===== src/rtl/keypad_write_ctrl_if.sv =====
// Register-bank write port plus key status seen by the bank side.
interface keypad_write_ctrl_if;
    logic [3:0] addrW;
    logic [3:0] datW;
    logic       RegWrite;
    logic       key_valid;
    logic [3:0] key_code;
    logic       phase;

    modport master (
        output addrW, datW, RegWrite, key_valid, key_code, phase
    );

    modport slave (
        input addrW, datW, RegWrite, key_valid, key_code, phase
    );
endinterface


===== src/rtl/keypad_write_ctrl.sv =====
// 4x4 keypad scanner with debounce; address key then data key
// produce a one-cycle write into the register bank.
module keypad_write_ctrl #(
    parameter int SCAN_DIV       = 50000,
    parameter int DEBOUNCE_SCANS = 4
) (
    input  logic                clk,
    input  logic                rst,
    input  logic [3:0]          row_in,
    output logic [3:0]          col_out,
    keypad_write_ctrl_if.master bank
);
    localparam int DW = (SCAN_DIV > 2) ? $clog2(SCAN_DIV) : 1;
    localparam int SW = $clog2(DEBOUNCE_SCANS + 1);
    localparam logic [DW-1:0] DIV_MAX = DW'(SCAN_DIV - 1);
    localparam logic [SW-1:0] STAB_MAX = SW'(DEBOUNCE_SCANS);

    typedef enum logic [1:0] {ADDR, DATA, WRITE} state_t;

    logic [3:0]    row_s1;
    logic [3:0]    row_s;
    logic [DW-1:0] div;
    logic [1:0]    col;
    logic [1:0]    acc_cnt;
    logic [3:0]    acc_code;
    logic          cand_key;
    logic [3:0]    cand_code;
    logic [SW-1:0] stab;
    logic          reported;
    state_t        state;
    logic [3:0]    addr_r;

    logic [2:0]    col_hits;
    logic [3:0]    col_code;
    logic [2:0]    sum;
    logic [1:0]    new_cnt;
    logic          res_key;
    logic          same;
    logic [SW-1:0] nxt_stab;

    assign col_out = ~(4'b0001 << col);

    always_comb begin
        col_hits = 3'd0;
        col_code = acc_code;
        for (int r = 0; r < 4; r++) begin
            if (!row_s[r]) begin
                col_hits = col_hits + 3'd1;
                col_code = {2'(r), col};
            end
        end
        sum      = {1'b0, acc_cnt} + col_hits;
        new_cnt  = (sum >= 3'd2) ? 2'd2 : sum[1:0];
        res_key  = (new_cnt == 2'd1);
        same     = (res_key == cand_key) &&
                   (!res_key || col_code == cand_code);
        nxt_stab = 1;
        if (same)
            nxt_stab = (stab == STAB_MAX) ? stab : stab + SW'(1);
    end

    // Two-flop synchronizer, column scanner, accumulator and debounce
    always_ff @(posedge clk) begin
        if (!rst) begin
            row_s1         <= 4'hf;
            row_s          <= 4'hf;
            div            <= '0;
            col            <= 2'd0;
            acc_cnt        <= 2'd0;
            acc_code       <= 4'd0;
            cand_key       <= 1'b0;
            cand_code      <= 4'd0;
            stab           <= '0;
            reported       <= 1'b0;
            bank.key_valid <= 1'b0;
            bank.key_code  <= 4'd0;
        end else begin
            row_s1         <= row_in;
            row_s          <= row_s1;
            bank.key_valid <= 1'b0;
            if (div == DIV_MAX) begin
                div <= '0;
                col <= col + 2'd1;
                if (col == 2'd3) begin
                    acc_cnt  <= 2'd0;
                    acc_code <= 4'd0;
                    cand_key <= res_key;
                    if (res_key)
                        cand_code <= col_code;
                    stab <= nxt_stab;
                    if (nxt_stab == STAB_MAX) begin
                        if (res_key && !reported) begin
                            bank.key_valid <= 1'b1;
                            bank.key_code  <= col_code;
                            reported       <= 1'b1;
                        end else if (!res_key) begin
                            reported <= 1'b0;
                        end
                    end
                end else begin
                    acc_cnt  <= new_cnt;
                    acc_code <= col_code;
                end
            end else begin
                div <= div + DW'(1);
            end
        end
    end

    // Write outputs load on the DATA->WRITE edge so they are valid
    // together with RegWrite during the WRITE cycle.
    always_ff @(posedge clk) begin
        if (!rst) begin
            state         <= ADDR;
            addr_r        <= 4'd0;
            bank.addrW    <= 4'd0;
            bank.datW     <= 4'd0;
            bank.RegWrite <= 1'b0;
            bank.phase    <= 1'b0;
        end else begin
            bank.RegWrite <= 1'b0;
            unique case (state)
                ADDR: begin
                    if (bank.key_valid) begin
                        addr_r     <= bank.key_code;
                        bank.phase <= 1'b1;
                        state      <= DATA;
                    end
                end
                DATA: begin
                    if (bank.key_valid) begin
                        bank.addrW    <= addr_r;
                        bank.datW     <= bank.key_code;
                        bank.RegWrite <= 1'b1;
                        state         <= WRITE;
                    end
                end
                WRITE: begin
                    bank.phase <= 1'b0;
                    state      <= ADDR;
                end
                default: begin
                    bank.phase <= 1'b0;
                    state      <= ADDR;
                end
            endcase
        end
    end
endmodule


===== src/flat_wrapper.sv =====
// flat-port wrapper written by rule: the top's interface ports become plain ports
module keypad_write_ctrl_flat 
#(
    parameter int SCAN_DIV       = 50000,
    parameter int DEBOUNCE_SCANS = 4
)
  (clk, rst, row_in, col_out, bank_addrW, bank_datW, bank_RegWrite, bank_key_valid, bank_key_code, bank_phase);
  keypad_write_ctrl_if bank_i ();
  input  logic clk;
  input  logic rst;
  input  logic [3:0] row_in;
  output logic [3:0] col_out;
  output wire logic [$bits(bank_i.addrW)-1:0] bank_addrW;
  output wire logic [$bits(bank_i.datW)-1:0] bank_datW;
  output wire logic [$bits(bank_i.RegWrite)-1:0] bank_RegWrite;
  output wire logic [$bits(bank_i.key_valid)-1:0] bank_key_valid;
  output wire logic [$bits(bank_i.key_code)-1:0] bank_key_code;
  output wire logic [$bits(bank_i.phase)-1:0] bank_phase;
  assign bank_addrW = bank_i.addrW;
  assign bank_datW = bank_i.datW;
  assign bank_RegWrite = bank_i.RegWrite;
  assign bank_key_valid = bank_i.key_valid;
  assign bank_key_code = bank_i.key_code;
  assign bank_phase = bank_i.phase;
  keypad_write_ctrl #(.SCAN_DIV(SCAN_DIV), .DEBOUNCE_SCANS(DEBOUNCE_SCANS)) u_core (.clk(clk), .rst(rst), .row_in(row_in), .col_out(col_out), .bank(bank_i));
endmodule

===== config.mk =====
export PLATFORM = sky130hd
export DESIGN_NAME = keypad_write_ctrl_flat
export DESIGN_NICKNAME = d
export VERILOG_FILES = /design/src/rtl/keypad_write_ctrl_if.sv /design/src/rtl/keypad_write_ctrl.sv /design/src/flat_wrapper.sv
export SDC_FILE = /design/constraint.sdc
export NUM_CORES = 1
export LEC_CHECK = 0
export CORE_MARGIN = 1.5
export CORE_UTILIZATION = 51
export DETAILED_ROUTE_END_ITERATION = 8
export MAX_ROUTING_LAYER = met4
export PLACE_DENSITY = 0.82
export SLEW_MARGIN = 20
export SYNTH_ARGS = -nofsm -noshare
export SYNTH_HDL_FRONTEND = slang
export SYNTH_SLANG_ARGS = --single-unit

===== constraint.sdc =====
create_clock -name clk -period 3.4 [get_ports clk]
set_clock_uncertainty 0.15 [all_clocks]
set_input_delay 0.68 -clock clk [delete_from_list [all_inputs] [get_ports clk]]
set_output_delay 0.68 -clock clk [all_outputs]
set_load 0.01 [all_outputs]

== Word-level counts from Yosys, hierarchy flattened ==
Index checks and enable logic that the tools add are counted.

* Output and inout bits: 19
* Flip-flop bits (word level): 62
* Bits in latches: 0
* Bits of input ports: 6
* RAM bits: 0
* ROM bits: 0
* Logic and storage cells: 80
* Memories: 0

* Muxes and demuxes: 22
* Reduce and logical (&&, ||, !) cells: 17
* Equality and inequality tests: 11
* Add/subtract/negate cells: 7
* Multipliers: 0
* Order comparisons: 1
* Div/mod/pow operators: 0
* Shifts and indexed selects: 1
* Bitwise gates (word level): 3

{| class="wikitable"
|+ Operators by type and width
! cell !! count
|-
| two-way mux 4 bit || 5
|-
| adder 16 x 1 -> 16 bit, second input constant || 1
|-
| == test 16 bit, second input constant || 1
|-
| two-way mux 3 bit || 5
|-
| AND reduction 2 bit || 6
|-
| AND reduction 4 bit || 3
|-
| adder 3 x 1 -> 3 bit, second input constant || 3
|-
| two-way mux 2 bit || 4
|-
| == test 3 bit, second input constant || 2
|-
| two-way mux 1 bit || 6
|-
| == test 2 x 1 -> 1 bit, second input constant || 2
|-
| == test 4 bit || 1
|-
| != test 2 x 1 -> 1 bit, second input constant || 2
|-
| NOT 4 bit || 1
|-
| case mux 2 bit (2 select lines) || 1
|-
| << shifter 1 x 2 -> 4 bit, first input constant || 1
|-
| adder 2 x 3 -> 3 bit || 1
|-
| >= comparator 3 x 2 -> 1 bit, second input constant || 1
|-
| AND reduction 3 bit || 1
|-
| adder 1 x 1 -> 2 bit, second input constant || 1
|-
| adder 2 x 1 -> 2 bit, second input constant || 1
|-
| == test 2 bit, second input constant || 1
|-
| logical AND 1 bit || 2
|-
| zero test 1 bit || 2
|-
| other kinds (7) || 8
|}

== Logic depth before layout (Yosys ltp) ==
Gate-level depths: netlist of run 1.

* Word-level depth: 17
* Depth in mapped cells: 13
* Depth with buffers taken out: 12

== Least setup slack after synthesis of run 1 ==
No wires, ideal clock.

* Kind: flip-flop to flip-flop
* Start: register u_core.row_s[0]
* End: register u_core.bank.key_code[0]
* Slack: -0.009 ns
* Setup time: 0.118 ns
* Path buffers: 1
* Data required time: 3.132 ns
* Data arrival time: 3.141 ns
* Clock period less this slack: 3.409 ns
* Stages on the path, launching flop included: 13
* Cells stage by stage: dfxtp_1 inv_1 ha_1 xnor2_1 ha_1 mux2_2 fa_1 xnor3_1 and3_1 nand3_1 or3_1 buf_6 mux2i_1

* Longest elaborated chain between the ends: 17
* Elaborated cells on any way between the ends: 24
* Classes of those cells: 4 x add/sub; 1 x order compare; 4 x eq/ne; 10 x mux; 5 x reduce/logical

{| class="wikitable"
|+ RTL lines
! item !! RTL line !! source
|-
| start: declaration || keypad_write_ctrl.sv:21 || <nowiki>logic [3:0] row_s;</nowiki>
|-
| start signal: assignment || keypad_write_ctrl.sv:79 || <nowiki>row_s <= row_s1;</nowiki>
|-
| two-way mux 1 bit || keypad_write_ctrl.sv:47 || <nowiki>if (!row_s[r]) begin</nowiki>
|-
| adder 1 x 1 -> 2 bit || keypad_write_ctrl.sv:48 || <nowiki>col_hits = col_hits + 3'd1;</nowiki>
|-
| two-way mux 3 bit || keypad_write_ctrl.sv:47 ||
|-
| adder 3 x 1 -> 3 bit || keypad_write_ctrl.sv:48 ||
|-
| two-way mux 3 bit || keypad_write_ctrl.sv:47 ||
|-
| adder 3 x 1 -> 3 bit || keypad_write_ctrl.sv:48 ||
|-
| two-way mux 3 bit || keypad_write_ctrl.sv:47 ||
|-
| adder 2 x 3 -> 3 bit || keypad_write_ctrl.sv:52 || <nowiki>sum = {1'b0, acc_cnt} + col_hits;</nowiki>
|-
| >= comparator 3 x 2 -> 1 bit || keypad_write_ctrl.sv:53 || <nowiki>new_cnt = (sum >= 3'd2) ? 2'd2 : sum[1:0];</nowiki>
|-
| two-way mux 2 bit || keypad_write_ctrl.sv:53 ||
|-
| == test 2 x 1 -> 1 bit || keypad_write_ctrl.sv:54 || <nowiki>res_key = (new_cnt == 2'd1);</nowiki>
|-
| zero test 1 bit || keypad_write_ctrl.sv:56 || <nowiki>(!res_key || col_code == cand_code);</nowiki>
|-
| logical OR 1 bit || keypad_write_ctrl.sv:56 ||
|-
| logical AND 1 bit || keypad_write_ctrl.sv:55 || <nowiki>same = (res_key == cand_key) &&</nowiki>
|-
| two-way mux 3 bit || keypad_write_ctrl.sv:58 || <nowiki>if (same)</nowiki>
|-
| == test 3 bit || keypad_write_ctrl.sv:91 || <nowiki>if (nxt_stab == STAB_MAX) begin</nowiki>
|-
| AND reduction 4 bit (no line) || -- ||
|-
| end signal: assignment || keypad_write_ctrl.sv:94 || <nowiki>bank.key_code <= col_code;</nowiki>
|-
| end: declaration || keypad_write_ctrl_if.sv:11 || <nowiki>output addrW, datW, RegWrite, key_valid, key_code, phase</nowiki>
|}

Several ways; a longest one is shown, not always the timed one.
A chain may end at the register's enable or synchronous reset.

== Worst setup path in the final report of run 1 ==
Same ends and word-level chain as after synthesis.

==> reports/results.txt, run 1 <==
Outcome: complete, no violations
First-pass GRT wire length: 9570 um
Tmin final: 3.19 ns
Crit-path cells: buf_4 -> ha_1 -> o21ai_0 -> ha_1 -> mux2_2 -> fa_1 -> xnor3_1 -> and3_1 -> nand3_1 -> or3_4 -> mux2i_1
Largest family of logic cells by synthesized area: simple AND/OR/NAND/NOR gates
Post-synthesis simple-gate area fraction: 25.3%
Post-DR vias/cell: 5.33
Core Region: 5470 um2
ANT nets after route: 0
Dpl cell area: 3190 um2
Sequential fraction of the synthesis area: 43.2%
Post-Synth XOR/XNOR Area: 6.27%
Final layout net count: 366
All-Layer GR Usage: 20.4%
Fin cells: 425
CP Capture Type: flop
Slowest CP cell: fa_1
Most Frequent Cell on Critical Path: ha_1
DIE WIDTH: 78.1 um
Detail Placement HPWL: 3870 um
Crit-path max cell delay: 0.42 ns
Hold Path Stages: 1
RePlAce Congestion: 0.885
Reg area: 1240 um2
First drt pass iteration count: 4
Height of the die: 78.1 um
Synth unique cells: 47
Worst setup margin: 0.211 ns
Cell family with most CP delay: adder cells
FMAX: 314 MHz
Slew HR: 36.6%
Sink Count: 62
RSZ-0062 raised after global routing: false
Average size of a mapped cell: 9.03 um2
Starting density of the core: 52.5%
Post-Synth Adder-Cell Area: 5.49%
Maximum VDD drop: 0.276 mV
Post-synth EDFFs: 0
TritonCTS clock tree: built
Antenna diodes: 0
Slew Viols, Final: 0
FF+latch count, synth: 62
Measured slew at the worst slew-check pin: 0.949 ns
Routed WL: 5600 um
Overflow left after global routing: 0
Synth Cell Area: 2870 um2
Placed insts: 405
Cell taking the most area after synthesis: dfxtp_1
Setup TNS: 0 ns
Root Driver: clkbuf_8
Crit Path Class: reg2reg
Row count: 27
IO Count: 25
WP data required: 3.48 ns
Vias in the first global route: 2193
I/O Buffers: 24
Num CTS Buffers: 9
Max-Cap Viols: 0
Final setup vio count: 0
Minimum hold slack: 0.268 ns
Hold-fix buffers, CTS: 0
Die area: 6090 um2
Initial antenna violation count: 0
Ys flop type: dfxtp_1
Post-layout util: 62.8%
Skew-Pair Late Insertion Delay: 0.34 ns
Share of layout cells above drive strength 1: 10.8%
Place WS: -0.0166 ns
CP Depth: 11
Buf/Inv on CP: 1
Crit path DAT: 3.27 ns
Power Total: 1.41 mW
Vias: 2264
H-tree Lvls: 3
Syn nets: 336
Final hold violations: 0
Async S/R FF share, synth: 0%
Compound-Gate Fraction of Synth Area: 7.88%
Largest net degree at the start of global routing: 32
Clock tree buffer depth: 2
Yosys top cell area share: 43.2%
Leakage: 1.40 nW
Yosys warns: 0
Critical Path Source Type: flop
Cells after Synth: 318
Reg clk slew, reported paths: 0.08 ns
Worst-path maximum fanout: 4
Multi-input logic area: 1550 um2
Part of the cycle the worst path needs: 93.8%
Area delta synth->final: 19.6%
Residual DRC: 0
Reg2Reg Depth: 11
Pwr per Cell Area: 411 nW/um2
Design area: 3440 um2
Top cells by area in the synthesized netlist: dfxtp_1, mux2i_1, nor2_1, ha_1, nand2_1
Wire per inst: 13.2 um
Iter 0 DRT Violations: 115
Fillers: 472
Post-synthesis mux area share: 7.40%
Worst min-delay path category: reg2reg
[sequential cells by signal, indices dropped and copies added, names as in the netlist]
name / flops
u_core.state: 2
u_core.cand_key: 1
u_core.bank.addrW: 4
u_core.stab: 3
u_core.col: 2
u_core.bank.key_valid: 1
u_core.cand_code: 4
u_core.acc_code: 4
u_core.div: 16
u_core.bank.RegWrite: 1
u_core.row_s1: 4
u_core.acc_cnt: 2
u_core.row_s: 4
u_core.bank.key_code: 4
u_core.reported: 1
u_core.addr_r: 4
u_core.bank.datW: 4
u_core.bank.phase: 1
[Yosys cell counts (all sizes together), types with 8 or more instances]
cell and n:
clkbuf 13, xnor2 10, nand3 16, inv 18, xor2 8, nor2 42, nand2 29, dfxtp 62
mux2i 19, nand2b 12, a21oi 16, ha 11
[routing by layer]
layer  global-route usage [%]  vias to the layer above  routed length (um)
li1                         -                     1144                   -
met1                     23.5                     1074                2510
met2                     33.9                       35                2790
met3                     3.95                       11                 195
met4                     10.4                        0                 104
met5                        -                        -                   0
[layout make-up]
| type | instances | share of cell area, % |
|---|---|---|
| timing repair buffer | 33 | 8.96 |
| tap | 72 | 2.62 |
| sequential | 62 | 36.1 |
| clock inverter | 6 | 1.27 |
| multi-input combinational | 224 | 45.0 |
| inverter | 18 | 1.97 |
| clock buffer | 10 | 4.01 |
[worst register-to-register path, delay by kind of cell, from the launching register on]
kind	cells	cell delay (ns)
AO/OA/AOI/OAI	1	0.20
AND/OR/NAND/NOR	3	0.75
adder cells (fa/ha/maj)	3	0.87
XOR/XNOR	1	0.23
flip-flops	1	0.32
multiplexers	2	0.42
buffers and inverters	1	0.14
[cells in the final DEF (no fill, tap or decap), types with 2 or more instances in the layout]
cell type,synthesis,routed
dfxtp_1,62,62
nor2_1,42,42
nand2_1,28,28
clkdlybuf4s50_1,0,24
mux2i_1,19,19
inv_1,17,17
a21oi_1,16,16
nand3_1,16,15
nand2b_1,12,12
ha_1,11,10
clkbuf_8,0,10
xnor2_1,10,9
buf_4,0,9
xor2_1,8,8
and3_1,6,6
nand3b_1,5,5
a211oi_1,4,4
nor4_1,4,4
nand4_1,4,4
or4b_1,3,3
and2_1,3,3
o21ai_0,2,2
mux2_2,2,2
nand4b_1,2,2
nor3_1,2,2
or3_1,3,2
nor3b_1,2,2
inv_6,0,2
clkinv_2,0,2
[cells by family after synthesis]
group,Yosys count
adders and majority gates,12
xor gates and xnor gates,19
and+or+nand+nor,139
buffers and inverters,32
AOI/OAI and AO/OA,33
muxes,21
DFF,62
[final timing paths]
kind	start	endpoint	slack, ns
max	u_core.row_s[0]	u_core.bank.key_code[0]	0.21
min	u_core.row_s1[2]	u_core.row_s[2]	0.27
max reg2reg	u_core.row_s[0]	u_core.bank.key_code[0]	0.21
min reg2reg	u_core.row_s1[2]	u_core.row_s[2]	0.27
[repair_timing]
action / in CTS / in global routing
gates resized for setup: 2 / 3
setup buffers: 0 / 4
gates cloned: 0 / 0
endpoints found under the setup margin: 5 / 13
pin swaps: 0 / 3
[where the power goes]
part           total (mW)  switching (mW)  internal [mW]
sequential          0.739         0.00578          0.733
combinational      0.0757          0.0422         0.0335
clock               0.596           0.309          0.288
total                1.41           0.357           1.05
Note: power is estimated with default switching activity, not from simulation.
==> run 2, diff against run 1 <==
--- a/config.mk
+++ b/config.mk
@@ -10,6 +10,7 @@
 export DETAILED_ROUTE_END_ITERATION = 8
 export MAX_ROUTING_LAYER = met4
 export PLACE_DENSITY = 0.82
+export RECOVER_POWER = 50
 export SLEW_MARGIN = 20
 export SYNTH_ARGS = -nofsm -noshare
 export SYNTH_HDL_FRONTEND = slang
==> reports/results.txt, run 2 (synthesis gave the netlist of run 1 again) <==
Outcome: complete, no violations
Measured slew at the worst slew-check pin: 0.945 ns
Design area: 3430 um2
Share of layout cells above drive strength 1: 10.5%
IO Count: 25
Final layout net count: 366
CP Capture Type: flop
I/O Buffers: 24
First-pass GRT wire length: 9570 um
Slowest CP cell: fa_1
ANT nets after route: 0
Worst setup margin: 0.212 ns
FMAX: 314 MHz
First drt pass iteration count: 4
Buf/Inv on CP: 1
Reg clk slew, reported paths: 0.08 ns
Crit-path max cell delay: 0.42 ns
Hold_sp: u_core.row_s1[2]
RR Endpoint: u_core.bank.key_code[0]
Most Frequent Cell on Critical Path: ha_1
RSZ-0062 raised after global routing: false
Part of the cycle the worst path needs: 93.8%
Vias: 2270
TritonCTS clock tree: built
Most common cell after layout, fill and taps aside: dfxtp_1
Reg2Reg Depth: 11
Antenna diodes: 0
Die area: 6090 um2
Row count: 27
Vias in the first global route: 2193
Tmin final: 3.19 ns
Num CTS Buffers: 9
Overflow left after global routing: 0
Core Region: 5470 um2
Post-DR vias/cell: 5.34
Hold endpoint: u_core.row_s[2]
Fin cells: 425
Place WS: -0.0166 ns
Critical Path Source Type: flop
Starting density of the core: 52.5%
Post-layout util: 62.7%
Final hold violations: 0
H-tree Lvls: 3
Residual DRC: 0
Slew HR: 36.9%
Routed WL: 5580 um
Leakage: 1.45 nW
Placed insts: 405
Reg-to-reg slack, setup: 0.21 ns
Final setup vio count: 0
Initial antenna violation count: 0
Crit-path cells: buf_4 -> ha_1 -> o21ai_0 -> ha_1 -> mux2_2 -> fa_1 -> xnor3_1 -> and3_1 -> nand3_1 -> or3_4 -> mux2i_1
Hold Path Stages: 1
RePlAce Congestion: 0.885
Slew Viols, Final: 0
Worst min-delay path category: reg2reg
Setup TNS: 0 ns
Area delta synth->final: 19.5%
Wire per inst: 13.1 um
Dpl cell area: 3190 um2
Power Total: 1.41 mW
Root Driver: clkbuf_8
Iter 0 DRT Violations: 115
Clock tree buffer depth: 2
Maximum VDD drop: 0.276 mV
Sink Count: 62
FF-to-FF Start: u_core.row_s[0]
All-Layer GR Usage: 20.4%
Skew-Pair Late Insertion Delay: 0.34 ns
Pwr per Cell Area: 411 nW/um2
Worst-path maximum fanout: 4
Height of the die: 78.1 um
WP data required: 3.47 ns
Max-Cap Viols: 0
DIE WIDTH: 78.1 um
Largest register FFs: 16
Cell family with most CP delay: adder cells
Most frequent cells in the layout: dfxtp_1, nor2_1, nand2_1
Crit Path Class: reg2reg
Minimum hold slack: 0.268 ns
Detail Placement HPWL: 3870 um
Largest reg by FF count: u_core.div
Largest net degree at the start of global routing: 32
Crit path DAT: 3.26 ns
## run 2: changes by cell type in the layout (fill, tap and decap cells not counted), sizes merged
cell           delta
dlygate4sd3      +16
clkdlybuf4s50    -16
clkbuf            +1
buf               -1
## run 2: worst max path at each step
stage,startpoint,end,slack (ns),cells past startpoint
after global routing,u_core.row_s[0],u_core.cand_code[1],0.07,13
after CTS,u_core.row_s[0],u_core.bank.key_code[0],0.02,11
after floorplan,u_core.row_s[0],u_core.bank.key_code[0],0.01,12
final,u_core.row_s[0],u_core.bank.key_code[0],0.21,11
after global placement,u_core.row_s[0],u_core.bank.key_code[0],0.06,11
after detailed placement,u_core.row_s[0],u_core.bank.key_code[0],-0.02,11
## run 2: per-layer routing
metal / track usage (%) / up-vias / part of all wire, %
li1: - / 1143 / -
met1: 23.5 / 1077 / 45
met2: 33.9 / 38 / 50
met3: 3.95 / 12 / 3.6
met4: 10.4 / 0 / 2.2
met5: - / - / 0
## run 2: power breakdown
part           leakage (nW)  internal [mW]  total (mW)  switching, mW
Clock                0.0930          0.288       0.595          0.308
Combinational         0.860         0.0328      0.0749         0.0422
Sequential            0.502          0.733       0.739        0.00577
## run 2: repair_timing
action | 4_1_cts | 5_1_grt
hold buffers | 0 | 0
setup buffers | 0 | 4
pin swaps | 0 | 3
setup endpoints to repair | 5 | 13
gates cloned | 0 | 0
resized for setup | 2 | 3
## run 2: cell type report
type	count	area, um2
inverters	18	67.6
fillers	474	2040
clock buffers	10	138
multi-input cells	224	1550
clock inverters	6	43.8
flip-flops and latches	62	1240
repair buffers	33	304
well taps	72	90.1
